[config.mk]
export PLATFORM = sky130hd
export DESIGN_NAME = aes128_stream_loader
export DESIGN_NICKNAME = d
export VERILOG_FILES = /design/src/rtl/aes128_pkg.sv /design/src/rtl/aes128_word_serializer.sv /design/src/rtl/aes128_stream_loader.sv
export SDC_FILE = /design/constraint.sdc
export NUM_CORES = 1
export LEC_CHECK = 0
export ABC_AREA = 0
export CORE_MARGIN = 2
export CORE_UTILIZATION = 52
export CTS_CLUSTER_DIAMETER = 80
export DETAILED_ROUTE_END_ITERATION = 8
export PLACE_DENSITY = 0.92
export RECOVER_POWER = 25
export SETUP_SLACK_MARGIN = 0.2
export SLEW_MARGIN = 10
export SYNTH_ARGS = -nofsm -noshare
export SYNTH_HDL_FRONTEND = slang
export SYNTH_SLANG_ARGS = --single-unit
[constraint.sdc]
create_clock -name clk -period 4.8 [get_ports clk]
set_input_delay 0.96 -clock clk [delete_from_list [all_inputs] [get_ports clk]]
set_output_delay 0.96 -clock clk [all_outputs]
set_load 0.02 [all_outputs]
[src/rtl/aes128_pkg.sv]
// Shared definitions for the AES-128 word-serial front end: loader state
// encoding and the word geometry of the 128-bit core buses.
package aes128_pkg;

  localparam int AES_WORDS  = 4;
  localparam int AES_WORD_W = 32;

  typedef enum logic [1:0] {
    S_LOAD = 2'd0,
    S_WAIT = 2'd1,
    S_OUT  = 2'd2
  } state_t;

endpackage

[src/rtl/aes128_word_serializer.sv]
// Captures the four ciphertext words on a strobe and streams them out
// word 0 first over a valid/ready handshake; done pulses on the final handshake.
module aes128_word_serializer
  import aes128_pkg::*;
#(
  parameter int WORD_W = AES_WORD_W
) (
  input  logic                              clk,
  input  logic                              reset,
  input  logic                              capture,
  input  logic [AES_WORDS-1:0][WORD_W-1:0]  words,
  input  logic                              out_ready,
  output logic                              out_valid,
  output logic [WORD_W-1:0]                 out_data,
  output logic                              out_last,
  output logic                              done
);

  localparam logic [1:0] LAST_IDX = 2'(AES_WORDS - 1);

  logic [AES_WORDS-1:0][WORD_W-1:0] buffer_reg;
  logic [1:0]                       out_cnt_reg;
  logic                             valid_reg;
  logic                             handshake;

  assign handshake = valid_reg && out_ready;

  // Snapshot the core's ciphertext when the loader says the latency has elapsed
  always_ff @(posedge clk or negedge reset) begin
    if (!reset) begin
      buffer_reg <= '0;
    end else if (capture) begin
      buffer_reg <= words;
    end
  end

  // Walk the word index on each handshake and drop valid after the last word
  always_ff @(posedge clk or negedge reset) begin
    if (!reset) begin
      out_cnt_reg <= 2'd0;
      valid_reg   <= 1'b0;
    end else if (capture) begin
      out_cnt_reg <= 2'd0;
      valid_reg   <= 1'b1;
    end else if (handshake) begin
      out_cnt_reg <= out_cnt_reg + 2'd1;
      if (out_cnt_reg == LAST_IDX) begin
        valid_reg <= 1'b0;
      end
    end
  end

  assign out_valid = valid_reg;
  assign out_data  = buffer_reg[out_cnt_reg];
  assign out_last  = valid_reg && (out_cnt_reg == LAST_IDX);
  assign done      = handshake && (out_cnt_reg == LAST_IDX);

endmodule

[src/rtl/aes128_stream_loader.sv]
// Word-serial front end for aes128_top: assembles key and plaintext from a
// 32-bit stream, waits a fixed core latency, then streams the ciphertext back.
module aes128_stream_loader
  import aes128_pkg::*;
#(
  parameter int LATENCY = 11,
  parameter int WORD_W  = AES_WORD_W
) (
  input  logic              clk,
  input  logic              reset,
  input  logic              in_valid,
  output logic              in_ready,
  input  logic [WORD_W-1:0] in_data,
  input  logic              in_is_key,
  output logic [WORD_W-1:0] key_0,
  output logic [WORD_W-1:0] key_1,
  output logic [WORD_W-1:0] key_2,
  output logic [WORD_W-1:0] key_3,
  output logic [WORD_W-1:0] plain_text_0,
  output logic [WORD_W-1:0] plain_text_1,
  output logic [WORD_W-1:0] plain_text_2,
  output logic [WORD_W-1:0] plain_text_3,
  input  logic [WORD_W-1:0] cipher_text_0,
  input  logic [WORD_W-1:0] cipher_text_1,
  input  logic [WORD_W-1:0] cipher_text_2,
  input  logic [WORD_W-1:0] cipher_text_3,
  output logic              out_valid,
  input  logic              out_ready,
  output logic [WORD_W-1:0] out_data,
  output logic              out_last,
  output logic              key_loaded,
  output logic              err
);

  // Wide enough to hold LATENCY-1; a single bit when LATENCY is 1
  localparam int WAIT_W = (LATENCY > 1) ? $clog2(LATENCY) : 1;
  localparam logic [1:0] LAST_IDX = 2'(AES_WORDS - 1);

  state_t                           state_reg;
  state_t                           state_next;
  logic [1:0]                       key_cnt_reg;
  logic [1:0]                       pt_cnt_reg;
  logic                             key_loaded_reg;
  logic                             err_reg;
  logic [WAIT_W-1:0]                wait_cnt_reg;
  logic [AES_WORDS-1:0][WORD_W-1:0] key_reg;
  logic [AES_WORDS-1:0][WORD_W-1:0] pt_reg;
  logic [AES_WORDS-1:0][WORD_W-1:0] cipher_words;
  logic [AES_WORDS-1:0]             key_we;
  logic [AES_WORDS-1:0]             pt_we;

  logic in_accept;
  logic key_accept;
  logic pt_store;
  logic pt_drop;
  logic block_full;
  logic capture;
  logic ser_done;

  assign in_accept  = in_valid && in_ready;
  assign key_accept = in_accept && in_is_key;
  assign pt_store   = in_accept && !in_is_key && key_loaded_reg;
  assign pt_drop    = in_accept && !in_is_key && !key_loaded_reg;
  assign block_full = pt_store && (pt_cnt_reg == LAST_IDX);

  // One write enable per word slot, selected by the running word counters
  generate
    for (genvar gi = 0; gi < AES_WORDS; gi++) begin : g_word_we
      assign key_we[gi] = key_accept && (key_cnt_reg == 2'(gi));
      assign pt_we[gi]  = pt_store   && (pt_cnt_reg  == 2'(gi));
    end
  endgenerate

  // Key and plaintext word registers that drive the core's 128-bit buses
  always_ff @(posedge clk or negedge reset) begin
    if (!reset) begin
      key_reg <= '0;
      pt_reg  <= '0;
    end else begin
      for (int i = 0; i < AES_WORDS; i++) begin
        if (key_we[i]) key_reg[i] <= in_data;
        if (pt_we[i])  pt_reg[i]  <= in_data;
      end
    end
  end

  // Word counters, key status, drop pulse and core latency countdown
  always_ff @(posedge clk or negedge reset) begin
    if (!reset) begin
      key_cnt_reg    <= 2'd0;
      pt_cnt_reg     <= 2'd0;
      key_loaded_reg <= 1'b0;
      err_reg        <= 1'b0;
      wait_cnt_reg   <= '0;
    end else begin
      err_reg <= pt_drop;
      if (key_accept) begin
        key_cnt_reg <= key_cnt_reg + 2'd1;
        // A fresh key invalidates the old one and any half-built plaintext
        if (key_cnt_reg == 2'd0) begin
          key_loaded_reg <= 1'b0;
          pt_cnt_reg     <= 2'd0;
        end
        if (key_cnt_reg == LAST_IDX) begin
          key_loaded_reg <= 1'b1;
        end
      end
      if (pt_store) begin
        pt_cnt_reg <= pt_cnt_reg + 2'd1;
      end
      if (block_full) begin
        wait_cnt_reg <= WAIT_W'(LATENCY - 1);
      end else if (state_reg == S_WAIT && wait_cnt_reg != '0) begin
        wait_cnt_reg <= wait_cnt_reg - WAIT_W'(1);
      end
    end
  end

  // FSM state register
  always_ff @(posedge clk or negedge reset) begin
    if (!reset) begin
      state_reg <= S_LOAD;
    end else begin
      state_reg <= state_next;
    end
  end

  // FSM next-state: load words, wait out the core latency, drain the result
  always_comb begin
    state_next = state_reg;
    case (state_reg)
      S_LOAD:  if (block_full)          state_next = S_WAIT;
      S_WAIT:  if (wait_cnt_reg == '0)  state_next = S_OUT;
      S_OUT:   if (ser_done)            state_next = S_LOAD;
      default:                          state_next = S_LOAD;
    endcase
  end

  // FSM outputs; ready is held low while reset is asserted
  always_comb begin
    in_ready = 1'b0;
    capture  = 1'b0;
    case (state_reg)
      S_LOAD:  in_ready = reset;
      S_WAIT:  capture  = (wait_cnt_reg == '0);
      default: ;
    endcase
  end

  assign cipher_words = {cipher_text_3, cipher_text_2, cipher_text_1, cipher_text_0};

  aes128_word_serializer #(
    .WORD_W (WORD_W)
  ) u_serializer (
    .clk       (clk),
    .reset     (reset),
    .capture   (capture),
    .words     (cipher_words),
    .out_ready (out_ready),
    .out_valid (out_valid),
    .out_data  (out_data),
    .out_last  (out_last),
    .done      (ser_done)
  );

  assign key_0        = key_reg[0];
  assign key_1        = key_reg[1];
  assign key_2        = key_reg[2];
  assign key_3        = key_reg[3];
  assign plain_text_0 = pt_reg[0];
  assign plain_text_1 = pt_reg[1];
  assign plain_text_2 = pt_reg[2];
  assign plain_text_3 = pt_reg[3];
  assign key_loaded   = key_loaded_reg;
  assign err          = err_reg;

endmodule

==> results.toml <==
[critical_path]
critPathSlowestCell = "dfrtp_2"
slowest_delay_ns = 0.94
critical_path_class = "reg -> out"
end_kind = "output port"
worst_ep_arrival_time_ns = 2.89
path_delay_family = "flip-flops"
required_ns = 3.84
crit_start = "u_serializer.out_cnt_reg[0]"
r2r_start = "wait_cnt_reg[0]"
crit_path_start_kind = "register"
cp_cell_sequence = "buf_4 > mux4_2 > clkdlybuf4s50_1"
cp_max_fo = 26
critical_path_buf_inv_count = 2

[floorplanning]
start_util = 0.527
die_w_um = 180
fp.dieH_um = 180
die-area_mm2 = 0.0324
num_rows = 64
core_mm2 = 0.0306
ios = 458

[synth]
synth_nets = 1114
synth_ff_type = "dfrtp_1"
synth_warnings = 0
synth-edff-count = 0
netlist_instances = 938
avgSynthCellArea_um2 = 17.2
ys_seq_area_frac = 0.620
yosysUniqueCellTypes = 35
synth_top_area_frac = 0.620
synth_top_area_cell = "dfrtp_1"
synth_area_leaders = "dfrtp_1 (62%), mux2_2 (20%), mux2_1 (4.8%), mux4_2 (4.5%), mux2_4 (2.3%)"
syn_area_mm2 = 0.0161
ys_ff_latch = 399
async_reset_ff_frac = 1.00

[power]
vdd_drop_max_v = 0.000489
power.density_mw_per_mm2 = 579
p_leak_uw = 0.0104

[detailed_routing]
wire_per_inst_um = 24.2
vias_per_cell = 5.52
firstDrtPassIters = 5
postRouteAntennaNets = 0
drc = 0
drtIter0Drc = 458
routed-via-count = 10058
wirelength_um = 44100

[global_route]
met1_usage = 0.324
use_met2 = 0.471
grt_pass1_vias = 11276
grt_usage = 0.272
grt_util_met3 = 0.0827
grt_max_degree = 171
grt_antenna_before_repair = 0
grt_overflow_total = 0
grt_pass1_wl_um = 68400
grt-busiest-layer = "met2"

[layout]
diodes = 0
postLayoutCellArea_mm2 = 0.0222
largest_reg_flops = 128
drive_gt1_frac = 0.302
final_cell_count_no_fill = 1823
final_nets = 1576
syn_to_final_growth_pct = 37.7

[placed_design]
dpl-instance-area_mm2 = 0.0209
preCtsSetupSlack_ns = 1.10
gp_congestion = 0.793
place_inst = 1753
dp_hpwl_um = 29100
port-buffer-count = 457

[clocking]
cts_setup_buffers = 0
hold_buffers = 0
clockRootBuffer = "clkbuf_16"
cts_tree = "done"
h-tree-depth = 2
numCtsBuffers = 41
cts_resized = 0
path_clk_slew_ns = 0.06
clock-sinks = 399
clk_path_buf_depth = 3
worst_skew_pair.late_latency_ns = 0.51

[sta]
worst_pin_slew_ns = 1.93
setup_viol = 0
fin_tns_setup_ns = 0
fin_ws_ns = 0.947
max_slew_margin = -0.284
min_period_over_period = 0.803
timing.final.crit_period_ns = 3.85
finalMaxSlewViolations = 166
fin_hold_ws_ns = 0.485
fin_skew_ns = 0.0117
rsz0062_at_grt = "no"
clock.fmax_mhz = 260
finalHoldViolCount = 0

[flow_run]
max_cap_viol_count = 3

[outcome]
status = "complete, but fails checks"
violations = "max-capacitance violations, max-slew violations"

[hold_path]
hold_start = "u_serializer.buffer_reg[119]"
hp-class = "reg -> reg"
[cell families (layout without fill, tap and decap cells)]
kind of cell	after synthesis	after routing	synth area share
muxes	418	418	0.320
adders and majority gates	11	11	0.00854
xor gates and xnor gates	2	2	0.00109
DFF	399	399	0.620
AOI/OAI and AO/OA	12	12	0.00458
buffers and inverters	55	544	0.0272
and+or+nand+nor	41	41	0.0189
[final cells by class]
type,count,area (um2)
repair buffers,468,4670
clock buffers,61,1240
flip-flops and latches,399,9990
clock inverters,9,78.8
multi-input cells,484,5690
fillers,1839,8400
inverters,6,22.5
well taps,396,495
[layer usage]
layer / part of all wire / vias up
li1: - / 4296
met1: 0.38 / 5221
met2: 0.50 / 425
met3: 0.084 / 116
met4: 0.037 / 0
met5: 0 / -
[cells in the final DEF, fill, tap and decap left out, drive strengths merged, types with 4 or more instances in the layout]
cell | netlist | final
inv | 6 | 6
dfrtp | 399 | 399
mux2 | 386 | 386
clkinv | 0 | 6
dlygate4sd3 | 0 | 75
nand3 | 11 | 11
ha | 11 | 11
mux4 | 32 | 32
clkbuf | 5 | 64
buf | 44 | 9
o21ai | 4 | 4
nand2 | 9 | 9
clkdlybuf4s50 | 0 | 381
[cells in the mapped netlist, types with 3 or more instances]
master / count
dfrtp_1: 399
nand2_1: 9
nor2b_1: 3
mux2_4: 25
inv_1: 6
nand3_1: 4
buf_6: 23
mux2_1: 69
mux4_2: 32
o21a_1: 3
clkbuf_1: 5
nand3_4: 5
o21ai_0: 4
buf_4: 13
and2_1: 3
buf_2: 8
mux2_2: 292
ha_1: 11
[worst paths after layout]
path / endpoint / slack, ns / cells past startpoint
setup / recovery: out_data[5] / 0.95 / 3
hold / removal: u_serializer.buffer_reg[119] / 0.48 / 1
setup reg to reg: u_serializer.buffer_reg[20] / 1.18 / 6
hold reg to reg: u_serializer.buffer_reg[119] / 0.48 / 1
max in group asynchronous: plain_text_0[17] / 1.12 / 3
min in group asynchronous: key_3[31] / 0.63 / 1
[power breakdown]
group	internal [uW]	switching (uW)	leakage (uW)	total [uW]
sequential	4360	625	0.00530	4980
combinational	2400	2340	0.00444	4740
clock	1830	1280	0.000651	3120
total	8600	4240	0.0104	12800
[worst reg2reg max path: stages, from the launching register on]
cell and delay [ns]:
dfrtp_1 0.39, inv_1 0.10, ha_1 0.18, or3b_1 0.43
nor2_1 1.37, buf_4 0.61, mux2_2 0.42
[per-stage QoR]
| step | power (uW) | utilization |
|---|---|---|
| after detailed placement | 9850 | 0.683 |
| final | 12800 | 0.725 |
| after CTS | 13100 | 0.726 |
| after floorplan | 7310 | - |
| after global placement | 9660 | 0.683 |
| after global routing | 13400 | 0.725 |
No activity file was read; power rests on OpenSTA's default activity.
